**src/rtl/pc_pkg.sv**
```systemverilog
// pc_pkg
//   Shared definitions for the program-counter unit and the instruction
//   decoder: default widths, the phase in which the PC updates, and the
//   PC operation encoding together with its priority decode.
package pc_pkg;

   localparam int         PC_ADDR_W       = 16;
   localparam int         PC_PHASE_W      = 3;
   localparam int         PC_STACK_DEPTH  = 4;
   localparam logic [2:0] PC_UPDATE_PHASE = 3'b100;

   typedef enum logic [2:0] {
      SEQ      = 3'd0,
      JUMP     = 3'd1,
      CALL     = 3'd2,
      RET      = 3'd3,
      CONFLICT = 3'd4
   } pc_op_e;

   // Priority: call+ret conflict, return, call, jump, sequential.
   function automatic pc_op_e decode_op(input logic call, input logic ret,
                                        input logic j_flag);
      pc_op_e op;
      if (call && ret) begin
         op = CONFLICT;
      end else if (ret) begin
         op = RET;
      end else if (call) begin
         op = CALL;
      end else if (j_flag) begin
         op = JUMP;
      end else begin
         op = SEQ;
      end
      return op;
   endfunction

endpackage

```
**src/rtl/pc_unit_stack_return_stack.sv**
```systemverilog
// return_stack
//   LIFO of return addresses, count 0..STACK_DEPTH.
//   Ports:
//     clock, rst      rising-edge clock, asynchronous active-low reset
//     push, pop       push din / pop top (ignored when full / empty)
//     din             address to push
//     top             entry on top of the stack (don't-care when empty)
//     full, empty     registered occupancy flags
//     overflow        push requested while full (combinational)
//     underflow       pop requested while empty (combinational)
module return_stack import pc_pkg::*; #(
   parameter int ADDR_W      = PC_ADDR_W,
   parameter int STACK_DEPTH = PC_STACK_DEPTH
) (
   input  logic              clock,
   input  logic              rst,
   input  logic              push,
   input  logic              pop,
   input  logic [ADDR_W-1:0] din,
   output logic [ADDR_W-1:0] top,
   output logic              full,
   output logic              empty,
   output logic              overflow,
   output logic              underflow
);

   localparam int PTR_W = $clog2(STACK_DEPTH);
   localparam int CNT_W = PTR_W + 1;
   localparam logic [CNT_W-1:0] DEPTH_C = CNT_W'(STACK_DEPTH);

   logic [ADDR_W-1:0] mem_r [STACK_DEPTH];
   logic [CNT_W-1:0]  count_r;
   logic [CNT_W-1:0]  count_next_s;
   logic [PTR_W-1:0]  top_idx_s;
   logic              full_r;
   logic              empty_r;
   logic              push_ok_s;
   logic              pop_ok_s;

   assign push_ok_s = push && !full_r;
   assign pop_ok_s  = pop && !empty_r;
   assign overflow  = push && full_r;
   assign underflow = pop && empty_r;

   // When full the low pointer bits wrap to 0, so minus one still lands on
   // the last slot; the power-of-two depth makes this exact.
   assign top_idx_s = count_r[PTR_W-1:0] - PTR_W'(1);
   assign top       = mem_r[top_idx_s];
   assign full      = full_r;
   assign empty     = empty_r;

   // Next occupancy from the accepted push/pop.
   always_comb begin
      count_next_s = count_r;
      if (push_ok_s && !pop_ok_s) begin
         count_next_s = count_r + CNT_W'(1);
      end else if (pop_ok_s && !push_ok_s) begin
         count_next_s = count_r - CNT_W'(1);
      end else begin
         count_next_s = count_r;
      end
   end

   // Occupancy counter and flags, registered from the next count.
   always_ff @(posedge clock or negedge rst) begin
      if (!rst) begin
         count_r <= {CNT_W{1'b0}};
         full_r  <= 1'b0;
         empty_r <= 1'b1;
      end else begin
         count_r <= count_next_s;
         full_r  <= (count_next_s == DEPTH_C);
         empty_r <= (count_next_s == {CNT_W{1'b0}});
      end
   end

   // Entry storage; contents are don't-care after reset.
   always_ff @(posedge clock) begin
      if (push_ok_s) begin
         mem_r[count_r[PTR_W-1:0]] <= din;
      end
   end

endmodule

```
**src/rtl/pc_unit_stack.sv**
```systemverilog
// pc_unit_stack
//   Program counter with a hardware return-address stack. Updates once per
//   processor cycle, in UPDATE_PHASE, unless stalled.
//   Ports:
//     clock, rst    rising-edge clock, asynchronous active-low reset
//     phase         current processor phase
//     stall         freeze PC and stack in the update phase
//     j_flag        taken jump/branch to j_addr+1
//     call, ret     subroutine call / return
//     j_addr        computed target (PC + ext_d)
//     pc_out        current program counter
//     stack_empty   stack holds no entries
//     stack_full    stack holds STACK_DEPTH entries
//     stack_err     sticky overflow / underflow / call+ret conflict
module pc_unit_stack import pc_pkg::*; #(
   parameter int                 ADDR_W       = PC_ADDR_W,
   parameter int                 PHASE_W      = PC_PHASE_W,
   parameter logic [PHASE_W-1:0] UPDATE_PHASE = PC_UPDATE_PHASE,
   parameter int                 STACK_DEPTH  = PC_STACK_DEPTH,
   parameter logic [ADDR_W-1:0]  RESET_PC     = {ADDR_W{1'b0}}
) (
   input  logic               clock,
   input  logic               rst,
   input  logic [PHASE_W-1:0] phase,
   input  logic               stall,
   input  logic               j_flag,
   input  logic               call,
   input  logic               ret,
   input  logic [ADDR_W-1:0]  j_addr,
   output logic [ADDR_W-1:0]  pc_out,
   output logic               stack_empty,
   output logic               stack_full,
   output logic               stack_err
);

   logic [ADDR_W-1:0] pc_r;
   logic [ADDR_W-1:0] pc_next_s;
   logic [ADDR_W-1:0] pc_inc_s;
   logic [ADDR_W-1:0] jmp_tgt_s;
   logic [ADDR_W-1:0] top_s;
   logic              window_s;
   logic              push_s;
   logic              pop_s;
   logic              full_s;
   logic              empty_s;
   logic              overflow_s;
   logic              underflow_s;
   logic              err_set_s;
   logic              err_r;
   pc_op_e            op_s;

   assign window_s  = (phase == UPDATE_PHASE) && !stall;
   assign op_s      = decode_op(call, ret, j_flag);
   // Both wrap modulo 2^ADDR_W; j_addr already points at the current
   // instruction, so the next fetch is one beyond it.
   assign pc_inc_s  = pc_r + ADDR_W'(1);
   assign jmp_tgt_s = j_addr + ADDR_W'(1);
   assign push_s    = window_s && (op_s == CALL);
   assign pop_s     = window_s && (op_s == RET);
   assign err_set_s = window_s && ((op_s == CONFLICT) || overflow_s || underflow_s);

   return_stack #(
      .ADDR_W      (ADDR_W),
      .STACK_DEPTH (STACK_DEPTH)
   ) u_stack (
      .clock     (clock),
      .rst       (rst),
      .push      (push_s),
      .pop       (pop_s),
      .din       (pc_inc_s),
      .top       (top_s),
      .full      (full_s),
      .empty     (empty_s),
      .overflow  (overflow_s),
      .underflow (underflow_s)
   );

   // Next-PC select by operation.
   always_comb begin
      pc_next_s = pc_inc_s;
      case (op_s)
         SEQ:      pc_next_s = pc_inc_s;
         JUMP:     pc_next_s = jmp_tgt_s;
         CALL:     pc_next_s = jmp_tgt_s;
         RET: begin
            if (empty_s) begin
               pc_next_s = pc_inc_s;
            end else begin
               pc_next_s = top_s;
            end
         end
         CONFLICT: pc_next_s = pc_inc_s;
         default:  pc_next_s = pc_inc_s;
      endcase
   end

   // PC register and sticky error flag, written only in the update window.
   always_ff @(posedge clock or negedge rst) begin
      if (!rst) begin
         pc_r  <= RESET_PC;
         err_r <= 1'b0;
      end else if (window_s) begin
         pc_r  <= pc_next_s;
         err_r <= err_r | err_set_s;
      end
   end

   assign pc_out      = pc_r;
   assign stack_empty = empty_s;
   assign stack_full  = full_s;
   assign stack_err   = err_r;

endmodule

```
**config.mk**
```make
export PLATFORM = sky130hd
export DESIGN_NAME = pc_unit_stack
export DESIGN_NICKNAME = d
export VERILOG_FILES = /design/src/rtl/pc_pkg.sv /design/src/rtl/pc_unit_stack_return_stack.sv /design/src/rtl/pc_unit_stack.sv
export SDC_FILE = /design/constraint.sdc
export NUM_CORES = 1
export LEC_CHECK = 0
export ABC_AREA = 1
export CORE_UTILIZATION = 40
export CTS_CLUSTER_SIZE = 30
export DETAILED_ROUTE_END_ITERATION = 8
export HOLD_SLACK_MARGIN = 0.03
export SETUP_SLACK_MARGIN = 0.1
export SLEW_MARGIN = 20
export SYNTH_ARGS = -nofsm -noshare
export SYNTH_HDL_FRONTEND = slang
export SYNTH_HIERARCHICAL = 1
export SYNTH_SLANG_ARGS = --single-unit
```
**constraint.sdc**
```tcl
create_clock -name clock -period 4.14 [get_ports clock]
set_input_delay 0.828 -clock clock [delete_from_list [all_inputs] [get_ports clock]]
set_output_delay 0.828 -clock clock [all_outputs]
set_load 0.02 [all_outputs]
```
==> flow_results.org, run 1 <==
** Synth
- Yosys top cell by area :: sky130_fd_sc_hd__edfxtp_1
- Of the post-synthesis cell area, the dominant cell type holds 40.1%.
- Instance count of the mapped netlist :: 564
- Of the total synthesized cell area, the portion taken by AND, OR, NAND and NOR gates is 29.9%.
- The netlist uses 36 different library cells.
- Synthesis inferred 86 register bits.
- Counting every net in the synthesized netlist gives 597.
- Combinational family with the most area after synthesis :: simple AND/OR/NAND/NOR gates
- Post-synthesis xor/xnor area fraction :: 1.44%
- Number of warning messages in the yosys log :: 6
- Of the total synthesized cell area, the portion taken by full adders, half adders and majority gates is 2.09%.
- Summing the sequential cell areas from Yosys gives 51.7% of the chip area.
- Netlist Area Pre-Place :: 4790 um^2
- Summing the areas of all compound-gate instances in the mapped netlist gives 7.94% of the synthesized area.
- Synthesized area per cell :: 8.49 um^2
- The portion of synthesized area spent on multiplexers is 0%.
- Top cells by area in the synthesized netlist :: sky130_fd_sc_hd__edfxtp_1 (40%), sky130_fd_sc_hd__dfrtp_1 (11%), sky130_fd_sc_hd__nand2_1 (9.9%)

** Clock network
- Clock tree synthesis found a total of 86 sinks.
- After clock tree synthesis, the flow added hold-fix buffers numbering 0.
- Number of gates resized after CTS :: 0
- The clock tree synthesis step divided the H-tree into 3 levels.
- Clock-pin slew was measured on the worst setup and hold paths at 0.06 ns.
- The clock reaches the later pin of the worst-skew pair after 0.33 ns.
- Clock Tree Root :: sky130_fd_sc_hd__clkbuf_16
- In this run the deepest clock path goes through 2 buffers.
- Number of CTS-inserted buffers :: 9
- Post-CTS setup buffers :: 0
- TritonCTS built the clock tree.

** Finish
- Proportion of layout cells with a drive suffix above 1 :: 10.4%
- Leading cell type in the layout, fill and taps excluded :: sky130_fd_sc_hd__nand2_1
- In the layout the commonest cells are sky130_fd_sc_hd__nand2_1 (126), sky130_fd_sc_hd__nor2_1 (86), sky130_fd_sc_hd__edfxtp_1 (64).
- The repair_antennas step left the layout with diodes totalling 0.
- For this run, the post-layout net count is 641.
- Compared with the post-synthesis result, the final layout area differs by 17.5%.

** Pwr
- The internal power of the cells totals 1.92 mW.
- Max IR drop VDD :: 0.246 mV
- Portion of total power attributed to the clock network :: 24.9%
- Combinational power share :: 37.1%
- Leak Pwr :: 2.31 nW
- Sequential cell fraction of total power :: 38.0%
- Power spent charging and discharging nets :: 1.20 mW
- Fraction of power spent switching nets :: 38.4%
- Power per standard cell area :: 555 nW/um^2

** Min path
- In this run the worst hold path is classified as in2async.

** Global routing
- Number of antenna violations at the first check in global routing :: 0
- Global routing used 19.8% of the available tracks.
- Entering global routing, the biggest net connects 37 pins.
- Sum of overflow across all layers after global routing :: 0
- The via count of the first global-routing pass was 3738.
- First-pass GRT wire length :: 19000 um

** Drt
- Once detail routing completed, the nets flagged for antenna violations numbered 0.
- DRC marker count from the first detailed-route iteration :: 288
- DR WL/cell :: 15.4 um
- Number of vias in the routed layout :: 3878
- For this run, the detailed router's first-pass iteration total came to 5.
- Aggregate routed wire length :: 11700 um
- DRC :: 0
- Average via count per standard cell :: 5.13

** Critical path
- The most critical setup path has its startpoint at u_stack/count_r[0].
- Crit path max fanout :: 36
- Largest stage delay, worst path :: 0.74 ns
- The worst setup path is launched from a flip-flop.
- Cell breakdown of the critical path :: buf_4 > inv_2 > ha_1 > inv_2 > o21ai_0 > o22ai_1 > nand3_1 > nand2_1 > inv_1 > nand3_1 > nor2_1 > nor2_1
- The worst register-to-register path begins at u_stack/count_r[0].
- Broken down by cell family, the worst path's largest delay share belongs to buffers and inverters.
- Kind of critical path :: reg2reg
- Data arrives at the worst endpoint at 3.06 ns.
- Together, buffers and inverters on the worst path number 4.
- On the critical path, the stage with the largest delay is an instance of sky130_fd_sc_hd__ha_1.
- For the worst setup path, the data required time is 4.37 ns.
- Capturing element type of the critical path :: flip-flop

** Floorplan
- Initial Util :: 41.4%
- Io pins :: 44
- The floorplan has 39 rows.
- Horizontal die dimension :: 111 um
- Die Ht :: 111 um
- The core region is 11600 um^2.
- Total Die Area :: 12400 um^2

** Timing
- Total count of max-transition violations in the final report :: 0
- Number of hold violations in the final report :: 0
- For the final database, setup skew stands at 0.00792 ns.
- At the pin with the least slew margin, the transition time is 0.673 ns.
- In this run the tightest slew margin relative to its limit is 55.0%.
- Setup slack closes at 1.31 ns.
- Setup violations remaining at the end of the flow were counted as 0.
- Fmax :: 0.353 GHz
- Setup total negative slack on the finished layout was measured at 0 ns.
- Setup repair after global routing left no endpoint under its margin.
- The worst path uses 68.4% of the clock period.
- Time the worst path needs with I/O delays and setup :: 2.83 ns

** Placement
- Detailed placement finished with a half-perimeter wire length of 8770 um.
- At the end of routability-driven placement, the weighted congestion stood at 0.900.
- Worst slack after detailed placement :: 1.03 ns
- In this run the tool buffered the top-level ports with 43 buffer cells.

** Status
- Outcome :: finished, final reports clean

** Run
- Max-cap violations :: 0
## stage by stage
stage               util [%]  instance area, um^2  power (mW)  std cells  hold slack [ns]
global route            48.6                 5630        3.32        756            0.506
global placement        46.2                 5350        2.36        740            0.468
finish                  48.6                 5630        3.12        756            0.474
CTS                     48.7                 5630        3.13        756            0.487
detailed placement      46.2                 5350        2.36        740            0.473
floorplan                  -                 4790        1.94        564            0.532
## cell usage after synthesis
library cell               count
sky130_fd_sc_hd__nand2_4       3
sky130_fd_sc_hd__edfxtp_1     64
sky130_fd_sc_hd__o211ai_1      1
sky130_fd_sc_hd__o21ai_2       1
sky130_fd_sc_hd__nand3_1      50
sky130_fd_sc_hd__nand3b_1      3
sky130_fd_sc_hd__xnor2_1       4
sky130_fd_sc_hd__buf_4         2
sky130_fd_sc_hd__o22ai_1      16
sky130_fd_sc_hd__and2_1        5
sky130_fd_sc_hd__inv_1        57
sky130_fd_sc_hd__xor2_2        1
sky130_fd_sc_hd__nor3_2        1
sky130_fd_sc_hd__buf_2         8
sky130_fd_sc_hd__a31oi_1       1
sky130_fd_sc_hd__nand3_2       2
sky130_fd_sc_hd__nor2_2        7
sky130_fd_sc_hd__nand2_1     126
sky130_fd_sc_hd__dfstp_2       1
sky130_fd_sc_hd__clkbuf_1      4
sky130_fd_sc_hd__buf_6         1
sky130_fd_sc_hd__nand2_2      15
sky130_fd_sc_hd__nor3_1        1
sky130_fd_sc_hd__nand4_1       8
sky130_fd_sc_hd__inv_2         7
sky130_fd_sc_hd__o21ai_0      25
sky130_fd_sc_hd__clkbuf_8      1
sky130_fd_sc_hd__dfrtp_1      21
sky130_fd_sc_hd__nor2_4        6
sky130_fd_sc_hd__nor2_1       86
sky130_fd_sc_hd__o21ai_1      15
sky130_fd_sc_hd__a21oi_1       7
sky130_fd_sc_hd__ha_1          8
sky130_fd_sc_hd__or2_2         1
sky130_fd_sc_hd__o21bai_1      3
sky130_fd_sc_hd__xor2_1        2
## registers in the layout, summed over array words and instances, names as in the netlist
name	flops
pc_out	16
stack_err	1
u_stack/empty	1
u_stack/count_r	3
u_stack/mem_r	64
u_stack/full	1
## cell families after synthesis
family	count (synthesis)
compound gates	69
xor+xnor	7
fa+ha+maj	8
buf+inv	80
flops	86
simple gates	314
## final timing paths
check                                end  slack [ns]  cells past startpoint
hold / removal                 stack_err        0.47                      1
setup / recovery              pc_out[11]        1.31                     12
hold reg to reg                stack_err        0.49                      1
max in group asynchronous  u_stack/empty        3.29                      1
setup reg to reg              pc_out[11]        1.31                     12
min in group clock             stack_err        0.49                      1
## routing by layer
| layer | GRT usage, % | wire (um) |
|---|---|---|
| met5 | 0 | 0 |
| met1 | 28.1 | 5580 |
| met3 | 3.38 | 657 |
| met2 | 30.5 | 5270 |
| met4 | 7.75 | 159 |
## final cells by class
cell class	instances	area, um^2
clock buffers	11	233
well taps	143	179
inverters	64	240
multi-input cells	398	1980
repair buffers	49	470
clock inverters	5	50.0
flip-flops and latches	86	2470
fillers	1091	5940
## power groups by stage
| stage | clock [mW] | combinational [mW] | sequential (mW) |
|---|---|---|---|
| finish | 0.777 | 1.16 | 1.19 |
| global route | 0.825 | 1.29 | 1.20 |
| CTS | 0.787 | 1.16 | 1.19 |
| detailed placement | 0 | 1.15 | 1.20 |
| global placement | 0 | 1.15 | 1.20 |
| floorplan | 0 | 0.711 | 1.23 |
Power figures use the tool's default switching activity.
==> run 2, diff against run 1 <==
==> constraint.sdc (replaced) <==
create_clock -name clock -period 2.4 [get_ports clock]
set_input_delay 0.48 -clock clock [delete_from_list [all_inputs] [get_ports clock]]
set_output_delay 0.48 -clock clock [all_outputs]
set_load 0.02 [all_outputs]
==> flow_results.org, run 2 (synthesized netlist as in run 1, its figures left out) <==
** Timing
- Number of setup violations in the final report :: 0
- Setup repair after global routing missed its margin :: true
- Fin Setup TNS :: 0 ns
- The count of final hold-check violations is 0.
- Time the worst path needs with I/O delays and setup :: 2.15 ns
- Total count of max-transition violations in the final report :: 0
- Worst-Margin Slew :: 0.482 ns
- The clock arrives with 0.00593 ns of skew.
- Derived from the worst setup path, the maximum achievable clock frequency is 0.466 GHz.
- The worst pin sits at a relative slew slack of 67.6%.
- Ratio of final minimum period to clock period :: 89.4%

** Clock network
- The number of clock buffers added by TritonCTS is 9.
- The tree built by TritonCTS fans out to 86 sinks.
- The cell sitting at the root of the clock tree is a sky130_fd_sc_hd__clkbuf_16.
- TritonCTS clock tree :: yes
- The clock tree synthesis step divided the H-tree into 3 levels.
- No sink is reached through more buffers than the 2 on the longest clock path.
- The clock reaches the later pin of the worst-skew pair after 0.33 ns.
- Hold Buf Count CTS :: 0
- After clock tree synthesis, the clock-pin slew on the worst setup and hold paths is 0.06 ns.

** Critical path
- Data arrival time of the worst path :: 2.41 ns
- Data on the critical path is required at its endpoint by 2.66 ns.
- In this run the critical register-to-register path is launched from u_stack/count_r[1].
- In this run the worst path has a maximum fanout of 3.
- Kind of critical path :: in2reg
- Launch point of the critical path :: ret
- The worst setup path is captured at a flip-flop.
- Kind of start point of the critical path :: primary input

** Finish
- Proportion of layout cells with a drive suffix above 1 :: 13.8%
- Number of diodes added for antenna fixing :: 0
- The register with the most flip-flops in the layout has 64 of them.
- Fill cell count :: 1058
- Area taken by flip-flops and latches :: 2470 um^2
- Area of the multi-input gates :: 1980 um^2
- The library cell used most frequently in the layout, excluding fill and tap cells, is sky130_fd_sc_hd__nand2_1.
- Non-filler instance count after layout :: 775
- In the layout the commonest cells are sky130_fd_sc_hd__nand2_1 (126), sky130_fd_sc_hd__nor2_1 (84), sky130_fd_sc_hd__edfxtp_1 (64).
- Number of nets in the layout :: 660
- Relative to the synthesized area, the layout overhead comes to 22.8%.

** Pwr
- Fraction of power spent switching nets :: 36.7%
- The analysis attributes to net switching a power of 2.06 mW.
- IR analysis of the VDD net gives a maximum drop of 0.397 mV.
- Combinational power share :: 36.9%
- Dividing total power by cell area gives a power density of 955 nW/um^2.
- Cell Int Power :: 3.55 mW
- The clock network burns 27.0% of the power.
- The analysis attributes to cell leakage a power of 2.43 nW.
- Registers are responsible for 36.0% of the overall power.

** Global routing
- The via count of the first global-routing pass is 3581.
- Sum of overflow across all layers after global routing :: 0
- In the global route stage, overall resource usage came out at 19.1%.
- The number of antenna violations at the first check in global routing is 0.
- Entering global routing, the biggest net connects 36 pins.
- First-pass GRT wire length :: 18200 um

** Drt
- After detailed routing, the number of remaining DRC violations is 0.
- Number of vias in the routed layout :: 3929
- DR WL/cell :: 14.8 um
- DRC marker count from the first detailed-route iteration :: 265
- Detailed Routing Iterations Pass 1 :: 6
- Average via count per standard cell :: 5.07
- Aggregate routed wire length :: 11500 um
- Antenna Nets Post-Route :: 0

** Floorplan
- For this design the top-level I/O count stands at 44.
- Core footprint :: 11600 um^2
- Horizontal die dimension :: 111 um
- Die Ht :: 111 um
- Row generation in the floorplan step produced 39 rows.
- The initial utilization of the core area, before any placement, comes to 41.4%.
- The die covers 12400 um^2.

** Run
- Max-cap violations :: 0

** Placement
- Number of cells after detailed placement :: 759
- Final HPWL DP :: 8790 um
- Final weighted congestion in routability-driven placement :: 0.886
- Port buffering added 43 buffers.

** Min path
- Critical hold path startpoint :: stack_err
- Worst hold path type :: reg2reg

** Status
- The flow ran to the end, and the final reports show no timing, DRC or antenna violations.
run 2: changes by cell type in the layout (fill, tap and decap cells not counted):
cell and delta:
sky130_fd_sc_hd__clkdlybuf4s50_1 +1, sky130_fd_sc_hd__clkbuf_1 -1, sky130_fd_sc_hd__nor2_1 -2, sky130_fd_sc_hd__clkinvlp_4 +1
sky130_fd_sc_hd__bufinv_16 +1, sky130_fd_sc_hd__buf_2 -1, sky130_fd_sc_hd__clkinv_1 -2, sky130_fd_sc_hd__clkbuf_16 +1
sky130_fd_sc_hd__buf_12 +4, sky130_fd_sc_hd__buf_4 +15, sky130_fd_sc_hd__nor2_2 +2
run 2: per-layer routing:
metal | routed length (um) | GRT usage, %
met3 | 594 | 2.99
met2 | 5110 | 28.4
met1 | 5490 | 27.4
met5 | 0 | 0
met4 | 258 | 8.83
run 2: through the flow:
step                      util, %  power (mW)  setup slack, ns  hold WS (ns)  cell area, um^2
after floorplan                 -        3.35          -0.0655         0.184             4790
after global placement       47.9        4.12          -0.0197         0.463             5540
after detailed placement     47.9        4.11          -0.0998         0.462             5540
after CTS                    50.8        5.64            0.264         0.479             5870
after global routing         50.8        5.96           0.0414         0.493             5880
final                        50.8        5.62            0.254         0.477             5880
run 2: area by class of cell:
class	count	area share [%]
clock inverters	5	1.36
flip-flops and latches	86	42.1
inverters	64	4.09
clock buffers	11	4.32
repair buffers	68	11.4
well taps	143	3.04
multi-input cells	398	33.8
run 2: worst paths after layout:
kind                                       to  slack (ns)  depth (start not counted)
worst max-delay path             u_stack/full        0.25                         15
worst min-delay path                stack_err        0.48                          1
worst max register to register      pc_out[4]        0.36                          9
worst min register to register      stack_err        0.48                          1
max in group asynchronous       u_stack/empty        1.59                          2
min in group asynchronous        u_stack/full        0.52                          2
run 2: worst max-delay path, cell delays in order:
cell and delay, ns:
sky130_fd_sc_hd__clkdlybuf4s50_1 0.44, sky130_fd_sc_hd__ha_1 0.30, sky130_fd_sc_hd__inv_2 0.04, sky130_fd_sc_hd__nor2_2 0.10, sky130_fd_sc_hd__buf_4 0.13, sky130_fd_sc_hd__nand2_1 0.08
sky130_fd_sc_hd__nor2_2 0.19, sky130_fd_sc_hd__inv_1 0.07, sky130_fd_sc_hd__nor2_2 0.12, sky130_fd_sc_hd__nand2_2 0.09, sky130_fd_sc_hd__nand2_2 0.08, sky130_fd_sc_hd__nand2_1 0.06
sky130_fd_sc_hd__nand2_2 0.08, sky130_fd_sc_hd__nand2_2 0.06, sky130_fd_sc_hd__nor2_1 0.09
run 2: power by group through the flow:
| stage | clock network (mW) | registers, mW | logic, mW |
|---|---|---|---|
| floorplan | 0 | 2.12 | 1.23 |
| global placement | 0 | 2.05 | 2.07 |
| detailed placement | 0 | 2.05 | 2.06 |
| CTS | 1.54 | 2.02 | 2.07 |
| global route | 1.61 | 2.04 | 2.30 |
| finish | 1.52 | 2.02 | 2.07 |
run 2: repair_timing:
action	in CTS	in global routing
endpoints found under the setup margin	0	4
setup buffers	0	0
hold endpoints to repair	0	0
gates resized for setup	0	2
==> run 3, diff against run 2 <==
==> constraint.sdc (replaced) <==
create_clock -name clock -period 2.4 [get_ports clock]
set_input_delay 0.6 -clock clock [delete_from_list [all_inputs] [get_ports clock]]
set_output_delay 0.6 -clock clock [all_outputs]
set_load 0.02 [all_outputs]
==> flow_results.org, run 3 (synthesized netlist as in run 1, its figures left out) <==
** Timing
- For the pin with the worst max-slew slack, the measured transition is 0.606 ns.
- After layout, the worst setup slack is 0.267 ns.
- Setup repair after global routing missed its margin :: false
- Total count of max-transition violations in the final report :: 0
- Measured against its own limit, the worst slew margin works out to 59.3%.
- Number of setup violations in the final report :: 0
- Hold WS :: 0.484 ns
- For this run, the top clock speed supported by timing is 0.469 GHz.
- The count of final hold-check violations was 0.
- Time the worst path needs with I/O delays and setup :: 2.13 ns
- Post-Route Skew :: 0.00796 ns
- Summed over all failing endpoints, the final setup total negative slack is 0 ns.
- Ratio of final minimum period to clock period :: 88.9%

** Finish
- Proportion of layout cells with a drive suffix above 1 :: 15.0%
- Number of nets in the layout :: 662
- Most used cells in the layout excluding fill and tap cells :: sky130_fd_sc_hd__nand2_1 (124), sky130_fd_sc_hd__nor2_1 (80), sky130_fd_sc_hd__edfxtp_1 (64)
- Once layout is done, the placed cells without fillers occupy 5930 um^2.
- Number of diodes added for antenna fixing :: 0
- Leaving out fill and tap cells, the most frequent cell in the layout is sky130_fd_sc_hd__nand2_1.
- From synthesis to final layout, the design area changed by 23.8%.
- Largest register FFs :: 64

** Critical path
- Kind of critical path :: in2reg
- Kind of start point of the critical path :: primary input
- R2R Path Start :: u_stack/count_r[1]
- Crit path max fanout :: 8
- Data on the critical path is required at its endpoint by 2.62 ns.
- STA classifies the critical path endpoint as a flip-flop.
- The critical path starts at ret.
- At the worst endpoint, the arrival time is 2.35 ns.

** Drt
- After detailed routing, the number of remaining DRC violations is 0.
- DR WL/cell :: 15.1 um
- Aggregate routed wire length :: 11700 um
- Dividing the detail-routed via count by the number of cells gives 4.99.
- Detailed Routing Iterations Pass 1 :: 6
- The routed layout has 3881 vias.
- Once detail routing completed, the nets flagged for antenna violations numbered 0.
- DRC marker count from the first detailed-route iteration :: 182

** Min path
- The worst hold path belongs to the class reg2reg.
- The startpoint identified for the worst hold timing path is stack_err.

** Pwr
- Sequential cells burn 35.8% of the power.
- Cell Int Power :: 3.51 mW
- Power spent charging and discharging nets :: 2.13 mW
- Per report_power, the combinational group accounts for 37.6% of the total.
- For this design the static power due to leakage is 2.45 nW.
- Power per standard cell area :: 951 nW/um^2
- IR analysis of the VDD net gives a maximum drop of 0.406 mV.
- Of the total power, the share spent switching nets is 37.7%.
- The clock network accounts for 26.6% of the total power.

** Clock network
- Clock tree synthesis selected as its root buffer the cell sky130_fd_sc_hd__clkbuf_16.
- CTS HTree Levels :: 3
- The clock passes through at most 2 buffers.
- TritonCTS built the clock tree.
- The tree built by TritonCTS fans out to 86 sinks.
- The number of clock buffers added by TritonCTS is 9.
- Post-CTS setup buffers :: 0
- Clock slew seen by the registers of the worst setup and hold paths :: 0.07 ns
- The clock reaches the later pin of the worst-skew pair after 0.33 ns.

** Floorplan
- Core footprint :: 11600 um^2
- Horizontal die dimension :: 111 um
- Number of cell rows :: 39
- Total Die Area :: 12400 um^2
- Io pins :: 44
- Initial Util :: 41.4%
- The die is 111 um tall.

** Run
- The tool flagged a number of max-cap violations equal to 0.

** Status
- Outcome :: finished, final reports clean

** Placement
- DP Area :: 5580 um^2
- At the placement stage, the worst setup path has a slack of -0.194 ns.
- In this run the tool buffered the top-level ports with 43 buffer cells.
- Detailed placement finished with a half-perimeter wire length of 8940 um.
- At the end of routability-driven placement, the weighted congestion stood at 0.858.

** Global routing
- Number of antenna violations at the first check in global routing :: 0
- The total overflow left after global routing is 0.
- The via count of the first global-routing pass is 3675.
- Global routing used 19.7% of the available tracks across all layers.
- Pin count of the biggest net entering global routing :: 36
- The first global-routing pass estimated 18900 um of wire.
==> run 3: metal layers <==
metal,track usage [%],wire length [um],up-vias
met5,0,0,-
met4,6.49,183,0
met3,3.05,458,12
met2,30.0,5290,96
met1,28.9,5780,1785
li1,-,-,1988
==> run 3: cell type report <==
type	count	area, um^2
Clock inverter	6	93.8
Clock buffer	10	229
Multi-Input combinational cell	398	2010
Tap cell	143	179
Timing Repair Buffer	70	696
Sequential cell	86	2470
Fill cell	1063	5640
Inverter	64	240
==> run 3: power by group through the flow <==
stage	combinational (mW)	clock [mW]	sequential, mW
5_1_grt	2.34	1.58	2.04
6_report	2.12	1.50	2.02
4_1_cts	2.11	1.52	2.02
3_5_place_dp	2.08	0	2.04
3_3_place_gp	2.07	0	2.05
2_1_floorplan	1.23	0	2.12
==> run 3: final timing paths <==
| path | to | slack (ns) | cells past startpoint |
|---|---|---|---|
| worst max-delay path | pc_out[2] | 0.27 | 12 |
| worst min-delay path | stack_err | 0.48 | 1 |
| worst max register to register | pc_out[4] | 0.36 | 9 |
| worst min register to register | stack_err | 0.48 | 1 |
| max in group asynchronous | u_stack/empty | 1.48 | 2 |
| min in group asynchronous | u_stack/full | 0.63 | 2 |
==> run 3: worst max-delay path, stage by stage <==
cell	delay [ns]
sky130_fd_sc_hd__clkdlybuf4s50_1	0.43
sky130_fd_sc_hd__ha_1	0.29
sky130_fd_sc_hd__inv_2	0.05
sky130_fd_sc_hd__nor2_4	0.11
sky130_fd_sc_hd__buf_4	0.12
sky130_fd_sc_hd__inv_2	0.03
sky130_fd_sc_hd__buf_4	0.11
sky130_fd_sc_hd__nand2_1	0.07
sky130_fd_sc_hd__buf_4	0.13
sky130_fd_sc_hd__nand2_4	0.10
sky130_fd_sc_hd__a21oi_1	0.22
sky130_fd_sc_hd__a21oi_1	0.09
==> run 3: repair_timing <==
action | CTS | global route
endpoints found under the hold margin | 0 | 0
gates resized for setup | 0 | 7
setup endpoints to repair | 0 | 67
hold buffers | 0 | 0
==> run 3: through the flow <==
step                power (mW)  utilization [%]  std cells
global route              5.96             51.2        777
CTS                       5.64             51.0        777
floorplan                 3.35                -        564
detailed placement        4.12             48.2        761
finish                    5.64             51.2        777
global placement          4.12             48.2        761
